File: src/rtl/cache_line_serializer_if.sv
// Write-back line handshake on the cache side and beat handshake on the burst-memory side.
// slave = the serializer; master = whoever drives the cache line in and consumes the beats.
interface cache_line_serializer_if #(
  parameter int unsigned LINE_WIDTH = 256,
  parameter int unsigned BEAT_WIDTH = 64,
  parameter int unsigned ADDR_WIDTH = 32
);
  logic                  wb_valid;
  logic                  wb_ready;
  logic [ADDR_WIDTH-1:0] wb_addr;
  logic [LINE_WIDTH-1:0] wb_data;
  logic                  wb_done;
  logic                  bmem_write;
  logic [ADDR_WIDTH-1:0] bmem_addr;
  logic [BEAT_WIDTH-1:0] bmem_wdata;
  logic                  bmem_ready;

  modport slave (
    input  wb_valid, wb_addr, wb_data, bmem_ready,
    output wb_ready, wb_done, bmem_write, bmem_addr, bmem_wdata
  );

  modport master (
    output wb_valid, wb_addr, wb_data, bmem_ready,
    input  wb_ready, wb_done, bmem_write, bmem_addr, bmem_wdata
  );
endinterface

File: src/rtl/cache_line_serializer.sv
// Takes one dirty cacheline and streams it to burst memory as BEATS beats, lowest beat first.
// Every output is a register; a held beat stays put until memory accepts it.
module cache_line_serializer #(
  parameter int unsigned LINE_WIDTH = 256,
  parameter int unsigned BEAT_WIDTH = 64,
  parameter int unsigned ADDR_WIDTH = 32
) (
  input logic                   clk,
  input logic                   rst,
  cache_line_serializer_if.slave bus
);

  localparam int unsigned BEATS      = LINE_WIDTH / BEAT_WIDTH;
  localparam int unsigned CNT_W      = (BEATS > 1) ? $clog2(BEATS) : 1;
  localparam int unsigned LINE_BYTES = LINE_WIDTH / 8;

  typedef logic [BEATS-1:0][BEAT_WIDTH-1:0] line_t;

  typedef enum logic [1:0] {
    S_IDLE  = 2'd0,
    S_BURST = 2'd1,
    S_DONE  = 2'd2
  } state_t;

  state_t                r_state, w_state_nxt;
  logic [CNT_W-1:0]      r_cnt, w_cnt_nxt;
  line_t                 r_buf, w_buf_nxt;
  line_t                 w_line_in;
  logic [ADDR_WIDTH-1:0] r_addr, w_addr_nxt;
  logic [BEAT_WIDTH-1:0] r_wdata, w_wdata_nxt;
  logic                  r_write, w_write_nxt;
  logic                  r_done, w_done_nxt;
  logic                  r_ready, w_ready_nxt;

  assign w_line_in = line_t'(bus.wb_data);

  // Next-state and next-output logic; the beat for the next cycle is selected here.
  always_comb begin
    w_state_nxt = r_state;
    w_cnt_nxt   = r_cnt;
    w_buf_nxt   = r_buf;
    w_addr_nxt  = r_addr;
    w_wdata_nxt = r_wdata;
    w_write_nxt = r_write;
    w_done_nxt  = 1'b0;
    w_ready_nxt = r_ready;

    case (r_state)
      S_IDLE: begin
        w_ready_nxt = 1'b1;
        w_write_nxt = 1'b0;
        if (bus.wb_valid) begin
          w_state_nxt = S_BURST;
          w_buf_nxt   = w_line_in;
          w_addr_nxt  = bus.wb_addr & ~ADDR_WIDTH'(LINE_BYTES - 1);
          w_cnt_nxt   = '0;
          w_wdata_nxt = w_line_in[0];
          w_write_nxt = 1'b1;
          w_ready_nxt = 1'b0;
        end
      end
      S_BURST: begin
        w_ready_nxt = 1'b0;
        w_write_nxt = 1'b1;
        if (r_write && bus.bmem_ready) begin
          if (r_cnt == CNT_W'(BEATS - 1)) begin
            w_state_nxt = S_DONE;
            w_cnt_nxt   = '0;
            w_write_nxt = 1'b0;
            w_done_nxt  = 1'b1;
          end else begin
            w_cnt_nxt   = r_cnt + CNT_W'(1);
            w_wdata_nxt = r_buf[r_cnt + CNT_W'(1)];
          end
        end
      end
      S_DONE: begin
        w_state_nxt = S_IDLE;
        w_write_nxt = 1'b0;
        w_ready_nxt = 1'b1;
      end
      default: begin
        w_state_nxt = S_IDLE;
        w_write_nxt = 1'b0;
        w_ready_nxt = 1'b1;
      end
    endcase
  end

  always_ff @(posedge clk or posedge rst) begin
    if (rst) begin
      r_state <= S_IDLE;
      r_cnt   <= '0;
      r_addr  <= '0;
      r_wdata <= '0;
      r_write <= 1'b0;
      r_done  <= 1'b0;
      r_ready <= 1'b1;
    end else begin
      r_state <= w_state_nxt;
      r_cnt   <= w_cnt_nxt;
      r_addr  <= w_addr_nxt;
      r_wdata <= w_wdata_nxt;
      r_write <= w_write_nxt;
      r_done  <= w_done_nxt;
      r_ready <= w_ready_nxt;
    end
  end

  // Line buffer contents are don't-care after reset, so it carries no reset.
  always_ff @(posedge clk) begin
    r_buf <= w_buf_nxt;
  end

  assign bus.wb_ready   = r_ready;
  assign bus.wb_done    = r_done;
  assign bus.bmem_write = r_write;
  assign bus.bmem_addr  = r_addr;
  assign bus.bmem_wdata = r_wdata;

endmodule
File: src/flat_wrapper.sv
// flat-port wrapper written by rule: the top's interface ports become plain ports
module cache_line_serializer_flat 
#(
  parameter int unsigned LINE_WIDTH = 256,
  parameter int unsigned BEAT_WIDTH = 64,
  parameter int unsigned ADDR_WIDTH = 32
)
  (clk, rst, bus_wb_valid, bus_wb_addr, bus_wb_data, bus_bmem_ready, bus_wb_ready, bus_wb_done, bus_bmem_write, bus_bmem_addr, bus_bmem_wdata);
  cache_line_serializer_if #(.LINE_WIDTH(LINE_WIDTH), .BEAT_WIDTH(BEAT_WIDTH), .ADDR_WIDTH(ADDR_WIDTH)) bus_i ();
  input logic clk;
  input logic rst;
  input wire logic [$bits(bus_i.wb_valid)-1:0] bus_wb_valid;
  input wire logic [$bits(bus_i.wb_addr)-1:0] bus_wb_addr;
  input wire logic [$bits(bus_i.wb_data)-1:0] bus_wb_data;
  input wire logic [$bits(bus_i.bmem_ready)-1:0] bus_bmem_ready;
  output wire logic [$bits(bus_i.wb_ready)-1:0] bus_wb_ready;
  output wire logic [$bits(bus_i.wb_done)-1:0] bus_wb_done;
  output wire logic [$bits(bus_i.bmem_write)-1:0] bus_bmem_write;
  output wire logic [$bits(bus_i.bmem_addr)-1:0] bus_bmem_addr;
  output wire logic [$bits(bus_i.bmem_wdata)-1:0] bus_bmem_wdata;
  assign bus_i.wb_valid = bus_wb_valid;
  assign bus_i.wb_addr = bus_wb_addr;
  assign bus_i.wb_data = bus_wb_data;
  assign bus_i.bmem_ready = bus_bmem_ready;
  assign bus_wb_ready = bus_i.wb_ready;
  assign bus_wb_done = bus_i.wb_done;
  assign bus_bmem_write = bus_i.bmem_write;
  assign bus_bmem_addr = bus_i.bmem_addr;
  assign bus_bmem_wdata = bus_i.bmem_wdata;
  cache_line_serializer #(.LINE_WIDTH(LINE_WIDTH), .BEAT_WIDTH(BEAT_WIDTH), .ADDR_WIDTH(ADDR_WIDTH)) u_core (.clk(clk), .rst(rst), .bus(bus_i));
endmodule
File: config.mk
export PLATFORM = sky130hd
export DESIGN_NAME = cache_line_serializer_flat
export DESIGN_NICKNAME = d
export VERILOG_FILES = /design/src/rtl/cache_line_serializer_if.sv /design/src/rtl/cache_line_serializer.sv /design/src/flat_wrapper.sv
export SDC_FILE = /design/constraint.sdc
export NUM_CORES = 1
export LEC_CHECK = 0
export CORE_ASPECT_RATIO = 1.2
export CORE_MARGIN = 5
export CORE_UTILIZATION = 35
export CTS_CLUSTER_DIAMETER = 120
export DETAILED_ROUTE_END_ITERATION = 6
export SYNTH_ARGS = -nofsm -noshare
export SYNTH_HDL_FRONTEND = slang
export SYNTH_SLANG_ARGS = --single-unit
File: constraint.sdc
create_clock -name clk -period 6.4 [get_ports clk]
set_input_delay 1.28 -clock clk [delete_from_list [all_inputs] [get_ports clk]]
set_output_delay 1.28 -clock clk [all_outputs]
set_load 0.05 [all_outputs]
; ---- Word level (Yosys, flattened, before mapping)
; Cells that the tools add are included.
[classes]
eq_ne = 6
addsub = 1
muxes = 23
n_reduce_logical = 7
order_cmp = 1
[ops]
columns = op, n
row1 = 64-bit 2-to-1 mux, 4
row2 = 64-bit binary-select mux with 2-bit select, 1
row3 = 64-bit case mux with 2 select lines, 1
row4 = 2-bit 2-to-1 mux, 6
row5 = 2-bit case mux with 2 select lines, 2
row6 = 1-bit 2-to-1 mux, 7
row7 = 3-bit AND reduction, 2
row8 = 2-bit by 1-bit inequality test with 1-bit output (second input constant), 2
row9 = 2-bit inequality test (second input constant), 2
row10 = 1-bit case mux with 2 select lines, 2
row11 = 4-bit AND reduction, 1
row12 = 2-bit by 3-bit < comparator with 1-bit output (second input constant), 1
row13 = 2-bit by 1-bit adder with 2-bit output (second input constant), 1
row14 = 2-bit by 1-bit == test with 1-bit output (second input constant), 1
row15 = 2-bit == test (second input constant), 1
row16 = 2-bit zero test, 1
row17 = 2-bit AND reduction, 1
row18 = 2-bit nonzero test, 1
row19 = 1-bit logical AND, 1
[totals]
ff_bits = 354
wordCells = 49
output_inout_bits = 99
inputBits = 292

; ---- Depth between registers and ports, before layout
[logic_depth]
ltp_word = 6
ltp_mapped = 6
mapped_depth_nobuf = 4

; ---- Worst setup path after synthesis
; OpenSTA, ideal clock, no wires.
[synth_path]
path_kind = input port to flip-flop
start = input bus_wb_valid
end = register u_core.r_addr[10] (netlist: u_core.bus.bmem_addr[10])
cell_stages = 4
required_time_ns = 6.272
slack_ns = 2.374
setup_ns = 0.128
t_arrival_ns = 3.898
path_buffers = 2
cell_sequence = nor3b_1 > buf_2 > buf_4 > mux2_2
[synth_via]
elab_chain_len = 1
[synth_lines]
columns = element, line
row1 = from (decl), flat_wrapper.sv:12  ; input wire logic [$bits(bus_i.wb_valid)-1:0] bus_wb_valid;
row2 = 2-bit AND reduction (no line), --
row3 = to (signal assigned), cache_line_serializer.sv:102  ; r_addr <= w_addr_nxt;
row4 = to (decl), cache_line_serializer.sv:29  ; logic [ADDR_WIDTH-1:0] r_addr, w_addr_nxt;
; Every way passes these cells.
; A chain may end at the register's enable or synchronous reset.

; ---- Final worst setup path
[layout_path]
start = register u_core.r_ready (netlist: u_core.bus.wb_ready)
end = output bus_wb_ready
[layout_rtl]
columns = element, line
row1 = from (decl), cache_line_serializer.sv:33  ; logic r_ready, w_ready_nxt;
row2 = from (signal assigned), cache_line_serializer.sv:106  ; r_ready <= w_ready_nxt;
row3 = to (decl), flat_wrapper.sv:16  ; output wire logic [$bits(bus_i.wb_ready)-1:0] bus_wb_ready;
; No word-level cell between the ends.

==> key figures <==
Drt
  • Wire per inst: 23.1 µm
  • Vias/cell: 5.02
  • DRT iter0 DRCs: 336
  • Drt pass-1 iters: 4
  • DRC: 0
  • Antenna-violating nets left: 0
  • Total Wirelength: 40.0 mm
  • Vias: 8699

Setup path
  • Buf+Inv Stages, Crit Path: 1
  • Crit-path max cell delay: 0.90 ns
  • Crit. End Element: primary output
  • Crit Path Max Fanout: 1
  • Worst-path cell chain: clkdlybuf4s50_1
  • Reg2Reg Launch Point: u_core.r_cnt[0]
  • R2R Path End: u_core.bus.bmem_wdata[17]
  • Crit start category: flip-flop
  • Crit path max-delay family: buffers and inverters
  • R2R setup slack: 3.32 ns
  • WS Path Type: reg2out
  • CP max stage cell: clkdlybuf4s50_1
  • Worst EP arrival: 1.94 ns
  • FF-to-FF path depth: 5
  • Data required, critical path: 5.12 ns

STA
  • RSZ-0062 raised after global routing: no
  • Final period util: 0.503
  • Final hold violation count: 0
  • Fmax: 311 MHz
  • Worst-Margin Slew: 1.07 ns
  • Max_slew headroom: 0.289
  • Fin Clk Skew: 0.0106 ns
  • Final setup vio count: 0
  • Slew Limit Fails: 0
  • Tmin final: 3.22 ns
  • Setup WS post-layout: 3.18 ns
  • Setup TNS: 0 ns

Placed design
  • Final HPWL DP: 24.8 mm
  • I/O Buffers: 380
  • Pre-CTS setup slack: 2.90 ns
  • Placed cells: 1654
  • Final Wtd Congestion: 0.746

Power
  • Pwr dens: 505 mW/mm²
  • PnR Total Power: 9.80 mW
  • Max VDD drop: 0.432 mV
  • Leak: 7.25 nW

Floorplanning
  • Initial Util: 0.353
  • Die height: 229 µm
  • Core area: 0.0397 mm²
  • Row count: 80
  • Top Ports: 391
  • Die Span X: 193 µm
  • Die Area: 0.0442 mm²

Yosys
  • Synth top area cells: edfxtp_1 55%, dfrtp_1 17%, mux2i_1 9.1%, a21o_1 3.4%, o32a_2 3.3%
  • Synth unique cells: 32
  • Mean Syn Cell Area: 17.7 µm²
  • Yosys reg bits: 354
  • Yosys warns: 0
  • Top-count cell post-synth: edfxtp_1
  • Commonest register cell after synthesis: edfxtp_1
  • Syn Inst Count: 794
  • Seq/Total Area, Yosys: 0.723
  • Synth cell count leaders: 256 x edfxtp_1, 128 x mux2i_1, 97 x dfrtp_1
  • Mapped cell area: 0.0140 mm²
  • FFs w/ async S/R, synth: 0.277
  • Synth top area share: 0.548
  • Area leader, netlist: edfxtp_1
  • Post-synth EDFFs: 256

CTS
  • H-tree levels: 2
  • CTS Buf Count: 39
  • Reg clk slew, reported paths: 0.06 ns
  • Maximum buffer depth of the clock tree: 3
  • Clk_lat worst skew: 0.53 ns
  • Clk root buf: clkbuf_16
  • # Post-CTS Setup Buffers: 0
  • Sink Count: 354
  • Hold buffers post-CTS: 0
  • CTS tree: done
  • CTS resizes: 0

Run status
  • Status: finished clean

Layout
  • Area Growth Syn to Fin: 38.3%
  • Fill cell count: 3411
  • Layout cell share with drive strength beyond 1: 0.123
  • Final Non-Filler Cells: 1734
  • Util after Layout: 0.489
  • Layout Nets: 1456

Global routing
  • Grt ovf: 0
  • First-pass GRT wire length: 59.6 mm
  • Vias in the first global route: 9708
  • Initial antenna violation count: 10
  • Pin count of the biggest net entering global routing: 158
  • Gr usage total: 0.177

Worst hold path
  • Hold depth: 1
  • Hold Crit Start: u_core.bus.bmem_wdata[14]
  • Hold endpoint: u_core.bus.bmem_wdata[14]
  • Hold WC Path Type: reg2reg

Run
  • Max-cap violations: 0
-- cell usage in the layout (no fill, tap or decap), drive strengths merged --
master         netlist  routed
buf                 55       9
bufinv               0       2
a31oi                1       1
mux2i              128     128
nand2b               2       2
a22o                 4       4
o32a                64      64
ha                   2       2
mux2                27      27
clkbuf              11      59
dfstp                1       1
and2                 2       2
edfxtp             256     256
nand3b               1       1
nor3                 2       2
o21bai               1       1
nand2                1       1
a21oi                1       1
or3b                 1       1
a21o                64      64
nor2                 1       1
o22ai               65      65
diode                0       9
conb                 1       5
nand4b               1       1
nor3b                1       1
clkinv               0      10
dfrtp               97      97
and3b                1       1
inv                  3       3
clkdlybuf4s50        0     380
-- worst register-to-register path: cells and delay by family (launching register included) --
kind / cells / cell delay, ns
adder cells (fa/ha/maj): 1 / 0.37
flip-flops: 1 / 0.78
buffers and inverters: 1 / 0.83
AO/OA/AOI/OAI: 2 / 0.64
AND/OR/NAND/NOR: 1 / 0.34
-- registers in the layout, indices dropped and copies added, names as in the netlist --
| signal | count |
|---|---|
| u_core.bus.bmem_addr | 27 |
| u_core.bus.bmem_wdata | 64 |
| u_core.bus.bmem_write | 1 |
| u_core.bus.wb_done | 1 |
| u_core.bus.wb_ready | 1 |
| u_core.r_buf | 256 |
| u_core.r_cnt | 2 |
| u_core.r_state | 2 |
-- worst max path at each step --
stage / to / cells past startpoint / startpoint / slack, ns
after floorplan: u_core.bus.bmem_addr[10] / 4 / bus_wb_valid / 2.37
after global placement: u_core.bus.bmem_addr[10] / 4 / bus_wb_valid / 2.94
after detailed placement: u_core.bus.bmem_addr[17] / 4 / bus_wb_valid / 2.90
after CTS: bus_wb_ready / 1 / u_core.bus.wb_ready / 3.14
after global routing: u_core.bus.bmem_wdata[37] / 5 / u_core.r_cnt[0] / 3.14
final: bus_wb_ready / 1 / u_core.bus.wb_ready / 3.18
-- routing by layer --
metal | part of all wire | GRT usage
met2 | 0.51 | 0.302
met4 | 0.036 | 0.0720
met3 | 0.072 | 0.0492
met5 | 0.00032 | 0
met1 | 0.39 | 0.210
-- cell families (layout without fill, tap and decap cells) --
family          count (synthesis)  count (layout)  synth area share
compound gates                200             200             0.118
fa+ha+maj                       2               2           0.00178
simple gates                   13              13           0.00829
buf+inv                        69             463            0.0361
mux                           155             155             0.113
flops                         354             354             0.723
other cells                     1              14          0.000267
-- final cells by class --
type,instances,area [µm²],share of cell area
inverter,3,13.8,0.000709
timing repair buffer,389,3900,0.201
antenna,9,22.5,0.00116
sequential,354,10100,0.523
clock inverter,12,108,0.00554
tap,533,667,0.0344
clock buffer,59,1140,0.0589
multi-input combinational,375,3420,0.176
-- metrics by stage --
stage          hold WS [ns]  instance area, µm²
4_1_cts               0.492               19400
3_5_place_dp          0.480               18100
3_3_place_gp          0.477               18100
6_report              0.491               19400
5_1_grt               0.505               19400
2_1_floorplan         0.527               14000
-- report_power, final --
group          total [mW]  leakage [nW]  internal, mW  switching [mW]
clock network        2.19         0.619          1.31           0.878
registers            3.44          3.50          3.15           0.289
logic                4.17          3.13          1.59            2.58
(Power assumes the default switching activity.)
